===== config.mk =====
export PLATFORM = sky130hd
export DESIGN_NAME = fetch_unit
export DESIGN_NICKNAME = d
export VERILOG_FILES = /design/src/rtl/fetch_unit.sv
export SDC_FILE = /design/constraint.sdc
export NUM_CORES = 1
export LEC_CHECK = 0
export BUFFER_PORTS_ARGS = -buffer_cell sky130_fd_sc_hd__buf_2
export CAP_MARGIN = 20
export CORE_UTILIZATION = 50
export CTS_CLUSTER_DIAMETER = 30
export DETAILED_ROUTE_END_ITERATION = 16
export GPL_TIMING_DRIVEN = 1
export HOLD_SLACK_MARGIN = 0.08
export PLACE_DENSITY = 0.75
export SKIP_LAST_GASP = 1
export SYNTH_ARGS = -nofsm -noshare
export SYNTH_HDL_FRONTEND = slang
export SYNTH_SLANG_ARGS = --single-unit

===== constraint.sdc =====
create_clock -name clk_i -period 2.56 [get_ports clk_i]
set_input_delay 0.128 -clock clk_i [delete_from_list [all_inputs] [get_ports clk_i]]
set_output_delay 0.128 -clock clk_i [all_outputs]
set_load 0.1 [all_outputs]

===== src/rtl/fetch_unit.sv =====
// IF-stage fetch engine: in-order imem requests, prefetch queue, stall/redirect.
// Optional FETCH_PERF_EN adds perf_bubble_cnt_o (unstalled bubble cycles).
module fetch_unit #(
   parameter logic [31:0] RESET_PC = 32'h0000_0000,
   parameter int unsigned QDEPTH   = 2
) (
   input  logic        clk_i,
   input  logic        rst_ni,
   input  logic        stall_IF,
   input  logic        redirect_i,
   input  logic [31:0] redirect_pc_i,
   output logic        imem_req_o,
   output logic [31:0] imem_addr_o,
   input  logic        imem_gnt_i,
   input  logic        imem_rvalid_i,
   input  logic [31:0] imem_rdata_i,
   output logic [31:0] instr_IF,
   output logic [31:0] pc_IF,
   output logic        fetch_bubble_o
`ifdef FETCH_PERF_EN
   ,
   output logic [31:0] perf_bubble_cnt_o
`endif
);

   localparam int unsigned AW = $clog2(QDEPTH);
   localparam int unsigned CW = AW + 1;
   localparam logic [CW:0] QLIM = (CW+1)'(QDEPTH);

   logic [31:0]   fetch_pc_q, fetch_pc_d;
   logic [CW-1:0] outst_q, outst_d;
   logic [CW-1:0] drop_q, drop_d;
   logic [CW-1:0] q_cnt_q, q_cnt_d;
   logic [AW-1:0] q_rd_q, q_rd_d;
   logic [AW-1:0] q_wr_q, q_wr_d;
   logic [AW-1:0] t_rd_q, t_rd_d;
   logic [AW-1:0] t_wr_q, t_wr_d;
   logic [31:0]   tag_q [QDEPTH];
   logic [31:0]   tag_d [QDEPTH];
   logic [31:0]   q_instr_q [QDEPTH];
   logic [31:0]   q_instr_d [QDEPTH];
   logic [31:0]   q_pc_q [QDEPTH];
   logic [31:0]   q_pc_d [QDEPTH];

   logic          issue, resp, push, pop;
   logic [CW:0]   busy;
   logic          unused_pc_lsb;

   assign unused_pc_lsb = ^redirect_pc_i[1:0];

   // outstanding counts every in-flight word, including ones to be dropped
   assign busy = {1'b0, q_cnt_q} + {1'b0, outst_q};
   assign imem_req_o = rst_ni & ~redirect_i & (busy < QLIM);
   assign imem_addr_o = fetch_pc_q;
   assign issue = imem_req_o & imem_gnt_i;
   assign resp = imem_rvalid_i;
   assign push = resp & (drop_q == '0) & ~redirect_i;
   assign pop = ~stall_IF & (q_cnt_q != '0) & ~redirect_i;

   assign fetch_bubble_o = (q_cnt_q == '0);
   assign instr_IF = fetch_bubble_o ? 32'h0000_0013 : q_instr_q[q_rd_q];
   assign pc_IF = fetch_bubble_o ? 32'h0 : q_pc_q[q_rd_q];

   always_comb begin
      fetch_pc_d = fetch_pc_q;
      outst_d = outst_q;
      drop_d = drop_q;
      q_cnt_d = q_cnt_q;
      q_rd_d = q_rd_q;
      q_wr_d = q_wr_q;
      t_rd_d = t_rd_q;
      t_wr_d = t_wr_q;
      tag_d = tag_q;
      q_instr_d = q_instr_q;
      q_pc_d = q_pc_q;
      if (issue) begin
         tag_d[t_wr_q] = fetch_pc_q;
         t_wr_d = t_wr_q + AW'(1);
         fetch_pc_d = fetch_pc_q + 32'd4;
      end
      if (resp) t_rd_d = t_rd_q + AW'(1);
      outst_d = outst_q + CW'(issue) - CW'(resp);
      if (resp && drop_q != '0) drop_d = drop_q - CW'(1);
      if (push) begin
         q_instr_d[q_wr_q] = imem_rdata_i;
         q_pc_d[q_wr_q] = tag_q[t_rd_q];
         q_wr_d = q_wr_q + AW'(1);
      end
      if (pop) q_rd_d = q_rd_q + AW'(1);
      q_cnt_d = q_cnt_q + CW'(push) - CW'(pop);
      if (redirect_i) begin
         fetch_pc_d = {redirect_pc_i[31:2], 2'b00};
         q_cnt_d = '0;
         q_rd_d = '0;
         q_wr_d = '0;
         drop_d = outst_q - CW'(resp);
         outst_d = outst_q - CW'(resp);
      end
   end

   always_ff @(posedge clk_i or negedge rst_ni) begin
      if (!rst_ni) begin
         fetch_pc_q <= RESET_PC;
         outst_q <= '0;
         drop_q <= '0;
         q_cnt_q <= '0;
         q_rd_q <= '0;
         q_wr_q <= '0;
         t_rd_q <= '0;
         t_wr_q <= '0;
         tag_q <= '{default: '0};
         q_instr_q <= '{default: '0};
         q_pc_q <= '{default: '0};
      end else begin
         fetch_pc_q <= fetch_pc_d;
         outst_q <= outst_d;
         drop_q <= drop_d;
         q_cnt_q <= q_cnt_d;
         q_rd_q <= q_rd_d;
         q_wr_q <= q_wr_d;
         t_rd_q <= t_rd_d;
         t_wr_q <= t_wr_d;
         tag_q <= tag_d;
         q_instr_q <= q_instr_d;
         q_pc_q <= q_pc_d;
      end
   end

`ifdef FETCH_PERF_EN
   logic [31:0] perf_q, perf_d;

   always_comb begin
      perf_d = perf_q;
      if (fetch_bubble_o && !stall_IF && !redirect_i && perf_q != '1)
         perf_d = perf_q + 32'd1;
   end

   always_ff @(posedge clk_i or negedge rst_ni) begin
      if (!rst_ni) perf_q <= '0;
      else perf_q <= perf_d;
   end

   assign perf_bubble_cnt_o = perf_q;
`endif

endmodule


---- Yosys cells after proc, flatten, opt, wreduce, memory -nomap -nowiden ----
Index checks and enable logic that the tools add are counted.
Widths: inputs -> output; s select.
storage, ports and cells
  input bits .............................. 70
  register bits ........................... 234
  output and inout port bits .............. 98
cells by class
  reduce and logical (&&, ||, !) cells .... 11
  add/sub/neg operators ................... 12
  order comparisons ....................... 7
  bitwise operators ....................... 13
  mux-type cells .......................... 28
operators by type and width
  cell                   count
  $mux 32                15
  $bwmux 64              3
  $demux 32 s1           2
  $add 32x3->32 const B  1
  $reduce_bool 2->1      6
  $ge 2x2->1 const B     4
  $mux 2                 4
  $not 1->2              4
  $and 1x1->1            7
  $sub 2x1->2            3
  $add 1x1->1 const B    4
  $add 2x1->2            2
  $logic_not 2->1        2
  $lt 2x1->1 const B     2
  $mux 1                 4
  $add 2x2->3            1
  $logic_and 1x1->1      3
  $lt 3x2->1 const B     1
  $not 1->1              2
  $sub 2x1->2 const B    1

---- Longest topological paths before layout ----
  depth after elaboration ................. 7
  mapped depth ............................ 12

---- Worst setup path before layout ----
OpenSTA, ideal clock, no wires.
  path kind ............................... register -> register
  start point ............................. reg q_cnt_q[0]
  end point ............................... reg outst_q[1]
  clock period less this slack ............ 4.372 ns
  cell stages (with the launch flop) ...... 13
  path slack .............................. -1.812 ns
  buffers on the path ..................... 1
  arrival ................................. 4.292 ns
  cell sequence ........................... dfrtp_1 and2_1 fa_1 nor4b_2 and2_1 buf_2 inv_2 ha_1 inv_1 ha_1 xnor2_1 o21ai_0 xor2_1
between the ends
  word-level cells in the longest chain between the ends .. 7
ends and longest elaborated chain
  element                 line  RTL
  start, declared         33    logic [CW-1:0] q_cnt_q, q_cnt_d;
  start signal, assigned  118   q_cnt_q <= q_cnt_d;
  $add 2x2->3             52    assign busy = {1'b0, q_cnt_q} + {1'b0, outst_q};
  $lt 3x2->1              53    assign imem_req_o = rst_ni & ~redirect_i & (busy < QLIM);
  $and 1x1->1             53
  net imem_req_o          12    output logic imem_req_o,
  $and 1x1->1             55    assign issue = imem_req_o & imem_gnt_i;
  $add 2x1->2             82    outst_d = outst_q + CW'(issue) - CW'(resp);
  $sub 2x1->2             82
  $mux 2                  91    if (redirect_i) begin
  net outst_d[1]          31    logic [CW-1:0] outst_q, outst_d;
  end signal, assigned    116   outst_q <= outst_d;
  end, declared           31
The timed path passes the listed nets, and every way through them passes these cells.
A chain may end at the register's enable or synchronous reset.

---- Worst setup path in the final report ----
  start point ............................. reg outst_q[0]
  end point ............................... reg fetch_pc_q[30], in the netlist imem_addr_o[30]
between the ends
  word-level cells in the longest chain between the ends .. 5
ends and longest elaborated chain
  element                             line  RTL
  $add 2x2->3                         52
  $lt 3x2->1                          53
  $and 1x1->1                         53
  $and 1x1->1                         55
  $reduce_bool 2->1 (no source line)  n/a
  end signal, assigned                115   fetch_pc_q <= fetch_pc_d;
  end, declared                       30    logic [31:0] fetch_pc_q, fetch_pc_d;
Every way passes these cells.

==> results.ini <==
[pwr]
p_leak_uw=0.00638
p_clk_frac=0.321
swShare=0.372
p_total_uw=17000
p_comb_frac=0.331
vdd_ir_drop_max_mv=0.627
power_density_mw_per_mm2=1210
p_sw_uw=6310
internal_power_uw=10700
seqPwrFrac=0.349

[status]
status=finished clean

[clock_network]
cts_tree=yes
cts_buffer_depth=3
cts.sinks=224
cts_buffers=44
htree_levels=2
clock_latency_ns=0.52
cts-root-buf=clkbuf_16
path_clk_slew_ns=0.04

[yosys]
seq_area_frac_synth=0.536
synth_edf_count=0
yosysMostFrequentCell=dfrtp_1
synth_compound_area_frac=0.0642
synthesis.area_mm2=0.0105
yosys_most_used_dff=dfrtp_1
synth_top_area_frac=0.536
synth_commonest_cells=dfrtp_1, nor2_1, mux2i_1
synth_xor_area_frac=0.0117
async_flop_share=1.00
synthMuxAreaShare=0.225
syn_area_per_cell_um2=11.5
ys_warn_count=0
yosys.area.top_type=dfrtp_1
synthTopCellsByArea=dfrtp_1, mux2i_1, mux2_2, mux2_1, nor2_1
synth.ff_latch_count=224
synthAdderAreaFrac=0.0103
synthSimpleGateAreaFrac=0.117
synth_cell_types=53
synthCells=909
synth_top_family_by_area=multiplexers

[finish]
stdcell_area_mm2=0.0140
fillers=1475
area_delta_synth_final_pct=33.7
fin_util=0.687
multi_input_area_mm2=0.00469
fin_cells=1462
num-nets-final=1238
drive_gt1_frac=0.352
seqCellArea_mm2=0.00561

[global_route]
grt_pass1_wl_um=43600
track_usage=0.256
grt_max_degree=73
grt_pass1_vias=8447
globalRoute.totalOverflow=0
antenna_found_initial=1

[drt]
drtPass1Iterations=5
wirelength_um=26500
wl_met3_um=1400
wl_met1_um=11600
routedWlPerCell_um=18.1
vias_per_cell=5.46
drcViolationCount=0
met2_length_um=12900
drtIter0Drc=448
maxUsedRoutingLayer=met4
ant_nets=0
vias=7979

[die]
die_w_um=147
design.core.area_mm2=0.0204
fp.dieH_um=147
num_rows=52
start_util=0.514
die_area_mm2=0.0215
io_pins=168

[place]
gp_congestion=0.835
portBuffers=161
place_ws_ns=-0.0299
placed_cell_area_mm2=0.0118
hpwlAfterDp_um=16500
dp.cells=1314

[timing]
finalHoldViolations=0
setup_viol=0
finalCritPeriodShare=0.971
clock_skew_ns=0.0240
setup_slack_ns=0.0745
relSlewSlack=0.391
tightest_slew_ns=0.913
grt_setup_unrepaired=true
slew_violations=0
finalCriticalPeriod_ns=2.49
clock.fmax_ghz=0.402

[worst_hold_path]
hold_class=primary input to flip-flop

[worst_setup_path]
critPathKind=flip-flop to flip-flop
setup.worst_path.end_class=flip-flop
critPathLaunchType=flip-flop
worstPathRequired_ns=2.98
worstPathMaxFanout=7
crit_arrival_ns=2.90

[run]
max_cap_viol_count=0

==> metal layers <==
metal	vias to the layer above	GRT usage
li1	3735	-
met1	3941	0.337
met2	260	0.416
met3	43	0.0563
met4	0	0.0922
met5	-	0
==> layout make-up <==
class	instances	area share
Sequential cell	224	0.401
Multi-Input combinational cell	615	0.336
Inverter	9	0.00277
Tap cell	270	0.0242
Clock inverter	17	0.0119
Clock buffer	60	0.0910
Antenna cell	1	0.000179
Timing Repair Buffer	266	0.133
==> cell usage in the layout, fill, tap and decap left out, types with 8 or more instances in the layout <==
master,n
nor2_1,48
a31oi_1,12
mux2i_1,94
o31ai_1,12
mux2_2,76
a21oi_1,34
dfrtp_1,222
nand4_1,13
nor2_2,59
mux2_1,50
clkbuf_16,45
clkbuf_8,9
nand3_1,16
inv_1,8
dlygate4sd3_1,69
buf_2,159
nand2_1,58
o21ai_0,42
or4_1,13
buf_4,30
==> power groups by stage <==
| stage | Combinational [µW] | Sequential [µW] | Clock (µW) |
|---|---|---|---|
| 6_report | 5610 | 5920 | 5440 |
| 5_1_grt | 6040 | 6100 | 5730 |
| 4_1_cts | 5650 | 5900 | 5520 |
| 3_5_place_dp | 5520 | 5940 | 0 |
| 3_3_place_gp | 5390 | 5840 | 0 |
| 2_1_floorplan | 4200 | 5960 | 0 |
==> worst max-delay path: stages, from the launching register on <==
cell and delay (ns):
dfrtp_1 0.37, and2_4 0.16, fa_2 0.48, and4bb_2 0.47
nand2_1 0.22, or4_1 0.51, a31oi_1 0.18
==> flip-flops by register name, summed over array words and instances (netlist names) <==
signal	flops
q_instr_q	64
q_pc_q	60
tag_q	60
imem_addr_o	30
drop_q	2
outst_q	2
q_cnt_q	2
q_rd_q	1
q_wr_q	1
t_rd_q	1
t_wr_q	1
==> final timing paths <==
path / from / endpoint / slack (ns) / cells after the start
min in group asynchronous: rst_ni / q_pc_q[14]$_DFFE_PN0P_ / 0.67 / 3
max in group asynchronous: rst_ni / q_pc_q[37]$_DFFE_PN0P_ / 0.35 / 5
hold / removal: imem_gnt_i / imem_addr_o[10]$_DFFE_PN0P_ / 0.13 / 3
setup / recovery: outst_q[0]$_DFF_PN0_ / imem_addr_o[30]$_DFFE_PN0P_ / 0.07 / 6
hold reg to reg: q_pc_q[25]$_DFFE_PN0P_ / q_pc_q[25]$_DFFE_PN0P_ / 0.47 / 2
setup reg to reg: outst_q[0]$_DFF_PN0_ / imem_addr_o[30]$_DFFE_PN0P_ / 0.07 / 6
==> kinds of logic after synthesis <==
group	Yosys count
DFF	224
and+or+nand+nor	254
muxes	220
xor gates and xnor gates	14
buffers and inverters	73
AOI/OAI and AO/OA	115
other	1
adders and majority gates	8
==> through the flow <==
| step | hold WS (ns) | TNS (ns) |
|---|---|---|
| floorplan | -0.168 | -50.57 |
| global placement | -0.0353 | 0 |
| detailed placement | -0.0326 | -0.0299 |
| CTS | 0.112 | 0 |
| global route | 0.136 | -0.0702 |
| finish | 0.129 | 0 |
==> what timing repair did <==
action                                 CTS  global route
gates resized for setup                  1             1
hold buffers                            69             0
setup endpoints to repair                8            38
buffers inserted                         0             1
pin swaps                                0             4
endpoints found under the hold margin  284             0
Power figures use the tool's default switching activity.
